**src/rtl/snake_pkg.sv**
```systemverilog
// snake_pkg: direction codes shared by the snake steering path.
package snake_pkg;
   localparam int DIR_W = 2;
   typedef enum logic [DIR_W-1:0] {
      DIR_RIGHT = 2'b00,
      DIR_DOWN  = 2'b01,
      DIR_LEFT  = 2'b10,
      DIR_UP    = 2'b11
   } dir_t;
   function automatic logic [DIR_W-1:0] opposite(input logic [DIR_W-1:0] d);
      return d ^ 2'b10;
   endfunction
endpackage

```
**src/rtl/snake_turn_queue_if.sv**
```systemverilog
// snake_turn_queue_if: button/tick inputs and heading/queue status of the turn queue.
interface snake_turn_queue_if #(parameter int QUEUE_DEPTH = 4);
   import snake_pkg::*;
   localparam int CW = $clog2(QUEUE_DEPTH) + 1;
   logic [3:0]       btn;
   logic             game_tik;
   logic             clear;
   logic [DIR_W-1:0] dir;
   logic             right;
   logic             left;
   logic             up;
   logic             down;
   logic [3:0]       press;
   logic [CW-1:0]    q_count;
   logic             overflow;
   modport master (output btn, game_tik, clear,
                   input dir, right, left, up, down, press, q_count, overflow);
   modport slave  (input btn, game_tik, clear,
                   output dir, right, left, up, down, press, q_count, overflow);
endinterface

```
**src/rtl/btn_debounce.sv**
```systemverilog
// btn_debounce: 2-FF synchroniser, stability counter and registered rising-edge pulse for one button.
module btn_debounce #(
   parameter int DEBOUNCE_CYCLES = 250000,
   parameter int CNT_W = 18
) (
   input  logic clock_25,
   input  logic reset,
   input  logic raw,
   output logic press
);
   logic s1, s2, db, db_d;
   logic [CNT_W-1:0] cnt;
   always_ff @(posedge clock_25 or negedge reset)
      if (!reset) begin
         s1    <= 1'b0;
         s2    <= 1'b0;
         db    <= 1'b0;
         db_d  <= 1'b0;
         press <= 1'b0;
         cnt   <= '0;
      end else begin
         s1    <= raw;
         s2    <= s1;
         db_d  <= db;
         press <= db & ~db_d;
         if (s2 == db) cnt <= '0;
         else if (cnt == CNT_W'(DEBOUNCE_CYCLES - 1)) begin
            db  <= ~db;
            cnt <= '0;
         end else cnt <= cnt + 1'b1;
      end
endmodule

```
**src/rtl/snake_turn_queue.sv**
```systemverilog
// snake_turn_queue: debounced buttons -> direction requests -> turn queue, one turn applied per game_tik.
// Define TURN_QUEUE_STATS_EN to add the saturating drop_count output.
module snake_turn_queue
   import snake_pkg::*;
#(
   parameter int DEBOUNCE_CYCLES = 250000,
   parameter int CNT_W = 18,
   parameter int QUEUE_DEPTH = 4,
   parameter int ABSOLUTE_MODE = 0
) (
   input  logic clock_25,
   input  logic reset,
   snake_turn_queue_if.slave bus
`ifdef TURN_QUEUE_STATS_EN
   ,
   output logic [7:0] drop_count
`endif
);
   localparam int PW = $clog2(QUEUE_DEPTH);
   localparam logic [PW:0] FULL = (PW+1)'(QUEUE_DEPTH);
   logic [3:0] press;
   logic [DIR_W-1:0] mem [QUEUE_DEPTH];
   logic [DIR_W-1:0] dir, tail_dir, abs_dir, req_dir;
   logic [PW-1:0] rd_ptr, wr_ptr;
   logic [PW:0] count;
   logic req_valid, pop, push, drop, overflow;
   genvar i;
   for (i = 0; i < 4; i++) begin : g_db
      btn_debounce #(.DEBOUNCE_CYCLES(DEBOUNCE_CYCLES), .CNT_W(CNT_W)) u_db (
         .clock_25(clock_25),
         .reset(reset),
         .raw(bus.btn[i]),
         .press(press[i])
      );
   end
   // Requests are judged against the newest queued turn so back-to-back taps chain correctly.
   always_comb begin
      tail_dir  = count == '0 ? dir : mem[wr_ptr - 1'b1];
      abs_dir   = press[0] ? DIR_RIGHT : press[1] ? DIR_LEFT : press[2] ? DIR_UP : DIR_DOWN;
      req_dir   = ABSOLUTE_MODE != 0 ? abs_dir : press[0] ? tail_dir + 1'b1 : tail_dir - 1'b1;
      req_valid = ABSOLUTE_MODE != 0 ? |press && abs_dir != tail_dir && abs_dir != opposite(tail_dir)
                                     : |press[1:0];
      pop       = bus.game_tik && count != '0;
      push      = req_valid && (count != FULL || pop);
      drop      = req_valid && count == FULL && !pop;
   end
   always_ff @(posedge clock_25 or negedge reset)
      if (!reset) begin
         dir      <= DIR_RIGHT;
         rd_ptr   <= '0;
         wr_ptr   <= '0;
         count    <= '0;
         overflow <= 1'b0;
      end else if (bus.clear) begin
         dir      <= DIR_RIGHT;
         rd_ptr   <= '0;
         wr_ptr   <= '0;
         count    <= '0;
         overflow <= 1'b0;
      end else begin
         overflow <= drop;
         if (pop) begin
            dir    <= mem[rd_ptr];
            rd_ptr <= rd_ptr + 1'b1;
         end
         if (push) wr_ptr <= wr_ptr + 1'b1;
         count <= count + (PW+1)'(push) - (PW+1)'(pop);
      end
   always_ff @(posedge clock_25)
      if (push && !bus.clear) mem[wr_ptr] <= req_dir;
`ifdef TURN_QUEUE_STATS_EN
   always_ff @(posedge clock_25 or negedge reset)
      if (!reset) drop_count <= '0;
      else if (bus.clear) drop_count <= '0;
      else if (drop && drop_count != 8'hff) drop_count <= drop_count + 1'b1;
`endif
   assign bus.dir      = dir;
   assign bus.right    = dir == DIR_RIGHT;
   assign bus.down     = dir == DIR_DOWN;
   assign bus.left     = dir == DIR_LEFT;
   assign bus.up       = dir == DIR_UP;
   assign bus.press    = press;
   assign bus.q_count  = count;
   assign bus.overflow = overflow;
endmodule

```
**src/flat_wrapper.sv**
```systemverilog
// flat-port wrapper written by rule: the top's interface ports become plain ports
module snake_turn_queue_flat import snake_pkg::*;
#(
   parameter int DEBOUNCE_CYCLES = 250000,
   parameter int CNT_W = 18,
   parameter int QUEUE_DEPTH = 4,
   parameter int ABSOLUTE_MODE = 0
)
  (clock_25, reset, bus_btn, bus_game_tik, bus_clear, bus_dir, bus_right, bus_left, bus_up, bus_down, bus_press, bus_q_count, bus_overflow);
  snake_turn_queue_if #(.QUEUE_DEPTH(QUEUE_DEPTH)) bus_i ();
  input  logic clock_25;
  input  logic reset;
  input wire logic [$bits(bus_i.btn)-1:0] bus_btn;
  input wire logic [$bits(bus_i.game_tik)-1:0] bus_game_tik;
  input wire logic [$bits(bus_i.clear)-1:0] bus_clear;
  output wire logic [$bits(bus_i.dir)-1:0] bus_dir;
  output wire logic [$bits(bus_i.right)-1:0] bus_right;
  output wire logic [$bits(bus_i.left)-1:0] bus_left;
  output wire logic [$bits(bus_i.up)-1:0] bus_up;
  output wire logic [$bits(bus_i.down)-1:0] bus_down;
  output wire logic [$bits(bus_i.press)-1:0] bus_press;
  output wire logic [$bits(bus_i.q_count)-1:0] bus_q_count;
  output wire logic [$bits(bus_i.overflow)-1:0] bus_overflow;
  assign bus_i.btn = bus_btn;
  assign bus_i.game_tik = bus_game_tik;
  assign bus_i.clear = bus_clear;
  assign bus_dir = bus_i.dir;
  assign bus_right = bus_i.right;
  assign bus_left = bus_i.left;
  assign bus_up = bus_i.up;
  assign bus_down = bus_i.down;
  assign bus_press = bus_i.press;
  assign bus_q_count = bus_i.q_count;
  assign bus_overflow = bus_i.overflow;
  snake_turn_queue #(.DEBOUNCE_CYCLES(DEBOUNCE_CYCLES), .CNT_W(CNT_W), .QUEUE_DEPTH(QUEUE_DEPTH), .ABSOLUTE_MODE(ABSOLUTE_MODE)) u_core (.clock_25(clock_25), .reset(reset), .bus(bus_i));
endmodule
```
**config.mk**
```make
export PLATFORM = sky130hd
export DESIGN_NAME = snake_turn_queue_flat
export DESIGN_NICKNAME = d
export VERILOG_FILES = /design/src/rtl/snake_pkg.sv /design/src/rtl/snake_turn_queue_if.sv /design/src/rtl/btn_debounce.sv /design/src/rtl/snake_turn_queue.sv /design/src/flat_wrapper.sv
export SDC_FILE = /design/constraint.sdc
export NUM_CORES = 1
export LEC_CHECK = 0
export CELL_PAD_IN_SITES_DETAIL_PLACEMENT = 2
export CELL_PAD_IN_SITES_GLOBAL_PLACEMENT = 2
export CORE_ASPECT_RATIO = 0.5
export CORE_UTILIZATION = 30
export CTS_BUF_LIST = sky130_fd_sc_hd__clkbuf_8 sky130_fd_sc_hd__clkbuf_16
export CTS_CLUSTER_DIAMETER = 40
export DETAILED_ROUTE_END_ITERATION = 10
export HOLD_SLACK_MARGIN = 0.1
export PLACE_DENSITY = 0.64
export SLEW_MARGIN = 10
export SYNTH_ARGS = -nofsm -noshare
export SYNTH_HDL_FRONTEND = slang
export SYNTH_SLANG_ARGS = --single-unit
```
**constraint.sdc**
```tcl
create_clock -name clock_25 -period 4.1 [get_ports clock_25]
set_input_delay 0.615 -clock clock_25 [delete_from_list [all_inputs] [get_ports clock_25]]
set_output_delay 0.615 -clock clock_25 [all_outputs]
set_load 0.02 [all_outputs]
```
==> impl_results.md, run 1 <==
- Worst setup margin: 1.71 ns
- Slew Viols, Final: 0
- DRT iter0 DRCs: 64
- DRT Pass-1 Iters: 4
- FF-to-FF setup slack: 1.71 ns
- Num Clock Sinks: 110
- Worst slew pin tran: 1.11 ns
- PwrDens: 353 nW/um^2
- Total die area: 17700 um^2
- Die Y: 94.7 um
- Worst skew pair latency: 0.35 ns
- Critical Path End Type: register
- Clock power share: 43.1%
- GRT Util Overall: 13.5%
- Largest net degree at the start of global routing: 56
- Setup_tns: 0 ns
- Count of input and output buffers: 21
- Synth top area share: 49.5%
- RePlAce Congestion: 0.686
- Clock root buffer: clkbuf_16
- Switching power: 0.478 mW
- Finished Core Util: 35.5%
- Maximum VDD drop: 0.182 mV
- Total wire length: 11000 um
- Fmax: 0.418 GHz
- Sequential share of power: 53.7%
- Synthesized Nets: 483
- Net Sw Frac: 23.0%
- Max-slew headroom: 25.9%
- H-tree Lvls: 3
- Data arrival, critical path: 2.52 ns
- Reg2reg end: u_core.mem[3][1]$_DFFE_PP_
- Minimum clock period: 2.39 ns
- RSZ-0062 raised after global routing: no
- Post-Syn Area: 5150 um^2
- Sequential-to-total area share from yosys stat: 54.2%
- Initial antenna violation count: 0
- Max Buffers Root-to-Sink: 2
- Period Utilization, post-route: 58.3%
- Yosys cell types: 44
- #FFs+latches synth: 110
- Initial Utilization: 31.1%
- Internal cell power: 1.60 mW
- GRT overflow: 0
- CTS clock-pin slew for the worst setup and hold paths: 0.08 ns
- Reg2reg start: u_core.wr_ptr[0]$_DFFE_PN0P_
- WL/cell: 15.3 um
- Vias: 3568
- Vias per cell: 4.96
- Residual DRC: 0
- CP Data Required Time: 4.23 ns
- Nets: 506
- CTS tree: built
- Status: completed
- Final Skew: 0.00876 ns
- Maxcap violations: 0
- Tot Pwr: 2.08 mW
- Hold Crit Class: in2async
- Postcts setup bufs: 0
- Setup Crit Path Kind: reg2reg
- Vias in the first global route: 3751
- Largest cells by area after synthesis: dfrtp_1 50%, xor2_1 5.8%, nor2_1 5.3%
- Post-synth EDFFs: 8
- Final setup violation count: 0
- Biggest area consumer among synthesized cells: dfrtp_1
- Combinational Power Share: 3.2%
- Global-route wire length before repair: 19100 um
- Inserted Clock Buffers: 9
- Hold Vio Cnt, Final: 0
- # resized after CTS: 0
- Gate Count Post-Synth: 465
- # IOs: 22
- Element type at the critical path start: register
- Ant. Diodes: 0
- Core area: 16600 um^2
- # rows: 33
- Syn_area_per_cell: 11.1 um^2
- R2R depth: 6
- Die Wd: 187 um
- Share of cells above drive strength 1: 6.90%
- Worst-path fanout max: 6
- Async S/R FF share, synth: 92.7%
- Layout area overhead: 14.4%
- Most used DFF post-synth: dfrtp_1
- Fillers: 1797
- # hold bufs at CTS: 0
- DP HPWL: 7560 um
- Post-route ant nets: 0
- Yosys Warn Count: 0
- Worst slack, placed: 1.43 ns
- Leakage Power: 2.39 nW
-- kinds of logic after synthesis --
family	count (synthesis)	synth area share, %
buffers and inverters	27	2.40
muxes	14	3.79
and+or+nand+nor	208	21.4
xor gates and xnor gates	59	10.0
adders and majority gates	10	2.57
DFF	110	54.2
AOI/OAI and AO/OA	37	5.68
-- area by class of cell --
class,count,area (um^2),area share [%]
sequential,110,2790,47.3
multi-input combinational,328,2240,37.9
tap,227,284,4.81
timing repair buffer,24,230,3.90
clock buffer,9,225,3.82
clock inverter,7,72.6,1.23
inverter,15,56.3,0.954
-- routing by layer --
metal	global-route usage, %	part of all wire [%]	vias to the layer above
met5	0	0	-
met4	3.25	0.98	0
met3	3.05	2.0	8
met2	22.2	46	27
met1	18.2	51	1854
li1	-	-	1679
-- through the flow --
step	cell area (um^2)	hold WS (ns)	cells
after floorplan	5150	0.319	465
after global placement	5600	0.333	704
after detailed placement	5600	0.337	704
after CTS	5900	0.351	720
after global routing	5900	0.358	720
final	5900	0.318	720
-- power groups by stage --
stage	registers, mW	clock network [mW]	logic [mW]
floorplan	1.14	0	0.0304
global placement	1.14	0	0.0692
detailed placement	1.14	0	0.0698
CTS	1.12	0.932	0.0707
global route	1.12	0.969	0.0773
finish	1.12	0.896	0.0664
-- cells in the mapped netlist (8+ instances only) --
cell type	number
nand3_1	24
xor2_1	34
nor2b_1	8
nor2_1	73
o31ai_1	9
nor4_1	11
xnor2_1	25
ha_1	9
inv_1	15
dfrtp_1	102
a21oi_1	15
or4_1	8
edfxtp_1	8
nand2_1	24
nand4_1	15
-- worst max-delay path: stages (launching register included) --
cell and delay [ns]:
dfrtp_1 0.51, inv_1 0.11, ha_1 0.36, mux4_2 0.30
mux2i_1 0.38, xor2_1 0.16, xnor2_1 0.34
-- state kept, by name (all words and copies together), names as in the netlist --
| name | flops |
|---|---|
| u_core.bus.dir | 2 |
| u_core.g_db.u_db.s1 | 4 |
| u_core.bus.overflow | 1 |
| u_core.g_db.u_db.db | 4 |
| u_core.bus.q_count | 3 |
| u_core.g_db.u_db.cnt | 72 |
| u_core.rd_ptr | 2 |
| u_core.wr_ptr | 2 |
| u_core.mem | 8 |
| u_core.g_db.u_db.s2 | 4 |
| u_core.g_db.u_db.press | 4 |
| u_core.g_db.u_db.db_d | 4 |
-- placed cells by master (no fill, tap or decap), types with 8 or more instances in the layout --
master / count
a21oi_1: 15
or4_1: 8
xor2_1: 34
o31ai_1: 9
inv_1: 15
dfrtp_1: 102
nand2_1: 24
xnor2_1: 25
clkbuf_16: 9
nand4_1: 15
nor2b_1: 8
clkdlybuf4s50_1: 20
ha_1: 9
nor4_1: 11
edfxtp_1: 8
nor2_1: 73
nand3_1: 24
-- how the worst max path moves through the flow --
stage	startpoint	to	slack, ns	depth (start not counted)
after floorplan	bus_game_tik	u_core.bus.q_count[1]$_DFF_PN0_	2.02	6
after global placement	bus_game_tik	u_core.bus.q_count[1]$_DFF_PN0_	1.46	7
after detailed placement	bus_game_tik	u_core.bus.q_count[1]$_DFF_PN0_	1.43	7
after CTS	u_core.wr_ptr[0]$_DFFE_PN0P_	u_core.mem[2][1]$_DFFE_PP_	1.62	6
after global routing	u_core.wr_ptr[0]$_DFFE_PN0P_	u_core.mem[3][1]$_DFFE_PP_	1.46	6
final	u_core.wr_ptr[0]$_DFFE_PN0P_	u_core.mem[3][1]$_DFFE_PP_	1.71	6
No activity file was read; power rests on OpenSTA's default activity.
==> run 2, diff against run 1 <==
--- a/config.mk
+++ b/config.mk
@@ -13,7 +13,7 @@
 export CTS_CLUSTER_DIAMETER = 40
 export DETAILED_ROUTE_END_ITERATION = 10
 export HOLD_SLACK_MARGIN = 0.1
-export PLACE_DENSITY = 0.64
+export PLACE_DENSITY = 0.67
 export SLEW_MARGIN = 10
 export SYNTH_ARGS = -nofsm -noshare
 export SYNTH_HDL_FRONTEND = slang
==> constraint.sdc (replaced) <==
create_clock -name clock_25 -period 2.05 [get_ports clock_25]
set_input_delay 0.3075 -clock clock_25 [delete_from_list [all_inputs] [get_ports clock_25]]
set_output_delay 0.3075 -clock clock_25 [all_outputs]
set_load 0.02 [all_outputs]
==> impl_results.md, run 2 (synthesis results as in run 1) <==
- Status: completed
- # rows: 33
- Nets: 536
- RSZ-0062 raised after global routing: no
- Worst path bufs/invs: 1
- Total wire length: 11900 um
- DRT Pass-1 Iters: 4
- CP delay by family, top: simple AND/OR/NAND/NOR gates
- Global-route wire length before repair: 20500 um
- Worst-path fanout max: 5
- DP HPWL: 8630 um
- Register bank with the most flops: u_core.g_db.u_db.cnt
- Max-slew headroom: 75.1%
- Core area: 16600 um^2
- Flip-flop count of the largest register after layout: 72
- Slew Viols, Final: 0
- Largest stage delay on the critical path: 0.56 ns
- Crit path launch: u_core.bus.q_count[0]$_DFF_PN0_
- Die Wd: 187 um
- H-tree Lvls: 3
- Ant. Diodes: 0
- Leakage Power: 2.53 nW
- Worst path slowest cell: or4b_4
- Clock root buffer: clkbuf_16
- Critical Path End Type: register
- Initial Utilization: 31.1%
- Post-route cell area: 6160 um^2
- Hold Crit Class: reg2reg
- CP Cell Sequence: or4b_4 > o21a_1 > ha_1 > inv_1 > fa_1 > nor2_1
- CTS clock-pin slew for the worst setup and hold paths: 0.07 ns
- Minimum clock period: 1.94 ns
- Initial antenna violation count: 0
- Post-route ant nets: 0
- Worst slew pin tran: 0.371 ns
- Reg2reg start: u_core.bus.q_count[0]$_DFF_PN0_
- Most common cell after layout, fill and taps aside: dfrtp_1
- Number of cells on the worst hold path: 0
- Max Buffers Root-to-Sink: 2
- Setup_tns: 0 ns
- Element type at the critical path start: register
- CP Depth: 6
- Vias: 3713
- Maxcap violations: 0
- Worst skew pair latency: 0.36 ns
- Die Y: 94.7 um
- Share of cells above drive strength 1: 13.4%
- # IOs: 22
- Fillers: 1777
- Final setup violation count: 0
- CTS tree: built
- Largest net degree at the start of global routing: 29
- Biggest regs: u_core.g_db.u_db.cnt x72, u_core.mem x8
- Data arrival, critical path: 2.22 ns
- Vias in the first global route: 4102
- R2R depth: 6
- Commonest non-fill, non-tap cells in the layout: 101 x dfrtp_1, 73 x nor2_1, 34 x xor2_1
- GRT Util Overall: 14.6%
- Inserted Clock Buffers: 9
- Setup Crit Path Kind: reg2reg
- Maximum VDD drop: 0.399 mV
- Total die area: 17700 um^2
- PwrDens: 658 nW/um^2
- Residual DRC: 0
- Layout area overhead: 19.5%
- Count of input and output buffers: 21
- Hold Vio Cnt, Final: 0
- Register area: 2790 um^2
- Vias per cell: 4.95
- Placed inst area: 5830 um^2
- Final Skew: 0.0107 ns
- Period Utilization, post-route: 94.5%
- Min-delay src: u_core.g_db[2].u_db.s1$_DFF_PN0_
- GRT overflow: 0
- RePlAce Congestion: 0.729
- Fmax: 0.516 GHz
- CP Data Required Time: 2.33 ns
- WL/cell: 15.8 um
- Num Clock Sinks: 110
- Area of the multi-input gates: 2280 um^2
- DRT iter0 DRCs: 96
## run 2: path summary, 6_finish.rpt
path,slack (ns),to
max in group asynchronous,1.06,u_core.g_db[3].u_db.cnt[10]$_DFF_PN0_
worst min register to register,0.35,u_core.g_db[2].u_db.s2$_DFF_PN0_
worst min-delay path,0.35,u_core.g_db[2].u_db.s2$_DFF_PN0_
worst max-delay path,0.11,u_core.bus.q_count[1]$_DFF_PN0_
min in group asynchronous,0.39,u_core.g_db[0].u_db.cnt[16]$_DFF_PN0_
worst max register to register,0.11,u_core.bus.q_count[1]$_DFF_PN0_
## run 2: cell type report
cell class | count | area share, %
Sequential cell | 110 | 45.3
Multi-Input combinational cell | 328 | 37.1
Timing Repair Buffer | 54 | 7.63
Clock buffer | 9 | 3.65
Inverter | 15 | 0.914
Tap cell | 227 | 4.61
Clock inverter | 7 | 0.792
## run 2: through the flow
| step | worst slack, ns | utilization (%) | total power [mW] | hold WS, ns | cells |
|---|---|---|---|---|---|
| 3_3_place_gp | -0.171 | 35.1 | 2.44 | 0.228 | 732 |
| 5_1_grt | 0.0149 | 37.1 | 4.23 | 0.373 | 750 |
| 4_1_cts | 0.00488 | 36.9 | 4.14 | 0.355 | 749 |
| 3_5_place_dp | -0.216 | 35.1 | 2.44 | 0.231 | 732 |
| 6_report | 0.112 | 37.1 | 4.05 | 0.352 | 750 |
| 2_1_floorplan | 0.0408 | - | 2.34 | 0.0119 | 465 |
## run 2: timing repair
item | in CTS | in global routing
endpoints found under the hold margin | 17 | 0
setup endpoints to repair | 4 | 6
buffers inserted | 0 | 1
pin swaps | 0 | 1
hold buffers | 1 | 0
gates cloned | 0 | 0
gates resized for setup | 1 | 6
## run 2: metal layers
metal	track usage, %	routed length (um)	vias to the layer above
met2	25.8	5820	32
met4	3.93	108	0
li1	-	-	1738
met3	3.27	274	9
met5	0	0	-
met1	18.2	5660	1934
## run 2: where the power goes
part,leakage [nW],internal (mW),switching (mW)
clock network,0.138,0.831,0.832
logic,0.956,0.0565,0.0960
registers,1.44,2.21,0.0240
==> run 3, diff against run 2 <==
--- a/config.mk
+++ b/config.mk
@@ -13,6 +13,7 @@
 export CTS_CLUSTER_DIAMETER = 40
 export DETAILED_ROUTE_END_ITERATION = 10
 export HOLD_SLACK_MARGIN = 0.1
+export MAX_ROUTING_LAYER = met4
 export PLACE_DENSITY = 0.67
 export SLEW_MARGIN = 10
 export SYNTH_ARGS = -nofsm -noshare
==> impl_results.md, run 3 (synthesis results as in run 1) <==
- Die Wd: 187 um
- Total die area: 17700 um^2
- Largest stage delay on the critical path: 0.56 ns
- Minimum clock period: 1.94 ns
- Num Clock Sinks: 110
- Period Utilization, post-route: 94.5%
- Post-route ant nets: 0
- Worst-path fanout max: 5
- Fillers: 1777
- # rows: 33
- CTS tree: built
- Layout area overhead: 19.5%
- Ant. Diodes: 0
- Maxcap violations: 0
- Number of cells on the worst hold path: 0
- Most common cell after layout, fill and taps aside: dfrtp_1
- CP Data Required Time: 2.33 ns
- Critical Path End Type: register
- Max Buffers Root-to-Sink: 2
- Final setup violation count: 0
- Max-slew headroom: 75.1%
- PwrDens: 659 nW/um^2
- Count of input and output buffers: 21
- CP Depth: 6
- Tot Pwr: 4.06 mW
- GRT Util Overall: 15.1%
- R2R depth: 6
- Highest metal layer with signal wires: met4
- H-tree Lvls: 3
- Met2 Wirelength: 5820 um
- Met3 wire len: 271 um
- Initial Utilization: 31.1%
- Worst slew pin tran: 0.371 ns
- CP delay by family, top: simple AND/OR/NAND/NOR gates
- Global-route wire length before repair: 20500 um
- Vias in the first global route: 4103
- Commonest non-fill, non-tap cells in the layout: 101 x dfrtp_1, 73 x nor2_1, 34 x xor2_1
- Vias per cell: 4.94
- GRT overflow: 0
- RePlAce Congestion: 0.737
- RSZ-0062 raised after global routing: no
- Status: completed
- Initial antenna violation count: 0
- WL/cell: 15.8 um
- Element type at the critical path start: register
- Maximum VDD drop: 0.398 mV
- Worst path slowest cell: or4b_4
- Share of cells above drive strength 1: 13.4%
- Leakage Power: 2.53 nW
- Setup Crit Path Kind: reg2reg
- DRT Pass-1 Iters: 4
- Inserted Clock Buffers: 9
- Residual DRC: 0
- Nets: 536
- DRT iter0 DRCs: 90
- Final Skew: 0.00957 ns
- Total wire length: 11900 um
- Register bank with the most flops: u_core.g_db.u_db.cnt
- Hold Crit Class: reg2reg
- Largest net degree at the start of global routing: 29
- # IOs: 22
- Core area: 16600 um^2
- Finished Core Util: 37.1%
- Biggest regs: u_core.g_db.u_db.cnt x72, u_core.mem x8
- DP HPWL: 8630 um
- Vias: 3702
- CTS clock-pin slew for the worst setup and hold paths: 0.07 ns
- Clock root buffer: clkbuf_16
- Worst path bufs/invs: 1
- Data arrival, critical path: 2.22 ns
- Die Y: 94.7 um
- CP Cell Sequence: or4b_4 > o21a_1 > ha_1 > inv_1 > fa_1 > nor2_1
- Flip-flop count of the largest register after layout: 72
- Slew Viols, Final: 0
- Fmax: 0.516 GHz
- Hold Vio Cnt, Final: 0
- WL met1: 5670 um
- Worst skew pair latency: 0.35 ns
run 3: cell counts in the layout (fill, tap and decap cells not counted):
Identical to the previous run, type by type.
run 3: through the flow:
step | area [um^2] | instances | hold slack, ns | TNS, ns | setup WS, ns
2_1_floorplan | 5160 | 465 | 0.0119 | 0 | 0.0408
3_3_place_gp | 5830 | 732 | 0.228 | -0.929 | -0.171
3_5_place_dp | 5830 | 732 | 0.231 | -1.42 | -0.216
4_1_cts | 6120 | 749 | 0.355 | 0 | 0.00488
5_1_grt | 6160 | 750 | 0.373 | 0 | 0.0149
6_report | 6160 | 750 | 0.353 | 0 | 0.112
run 3: final timing paths:
path                                                         end                        startpoint  slack, ns
max                              u_core.bus.q_count[1]$_DFF_PN0_   u_core.bus.q_count[0]$_DFF_PN0_       0.11
min                             u_core.g_db[2].u_db.s2$_DFF_PN0_  u_core.g_db[2].u_db.s1$_DFF_PN0_       0.35
max reg2reg                      u_core.bus.q_count[1]$_DFF_PN0_   u_core.bus.q_count[0]$_DFF_PN0_       0.11
min reg2reg                     u_core.g_db[2].u_db.s2$_DFF_PN0_  u_core.g_db[2].u_db.s1$_DFF_PN0_       0.35
max in group asynchronous  u_core.g_db[3].u_db.cnt[10]$_DFF_PN0_                             reset       1.06
min in group asynchronous  u_core.g_db[0].u_db.cnt[16]$_DFF_PN0_                             reset       0.39
run 3: layout make-up:
cell class / count / area (um^2) / area share [%]
clock buffers: 9 / 225 / 3.65
clock inverters: 7 / 48.8 / 0.792
inverters: 15 / 56.3 / 0.914
multi-input cells: 328 / 2280 / 37.1
flip-flops and latches: 110 / 2790 / 45.3
well taps: 227 / 284 / 4.61
repair buffers: 54 / 470 / 7.63
run 3: power breakdown:
group	leakage (nW)	switching, mW	internal [mW]
Combinational	0.956	0.0962	0.0565
Clock	0.138	0.837	0.831
Sequential	1.44	0.0240	2.21
Total	2.53	0.957	3.10
run 3: repair_timing:
action / CTS / global route
buffers inserted: 0 / 1
pin swaps: 0 / 1
setup endpoints to repair: 4 / 6
gates resized for setup: 1 / 6
endpoints found under the hold margin: 17 / 0
hold buffers: 1 / 0
run 3: per-layer routing:
metal  up-vias  global-route usage (%)
li1       1736                       -
met1      1925                    18.2
met2        30                    25.8
met3        11                    3.27
met4         0                    3.93
met5         -                       -
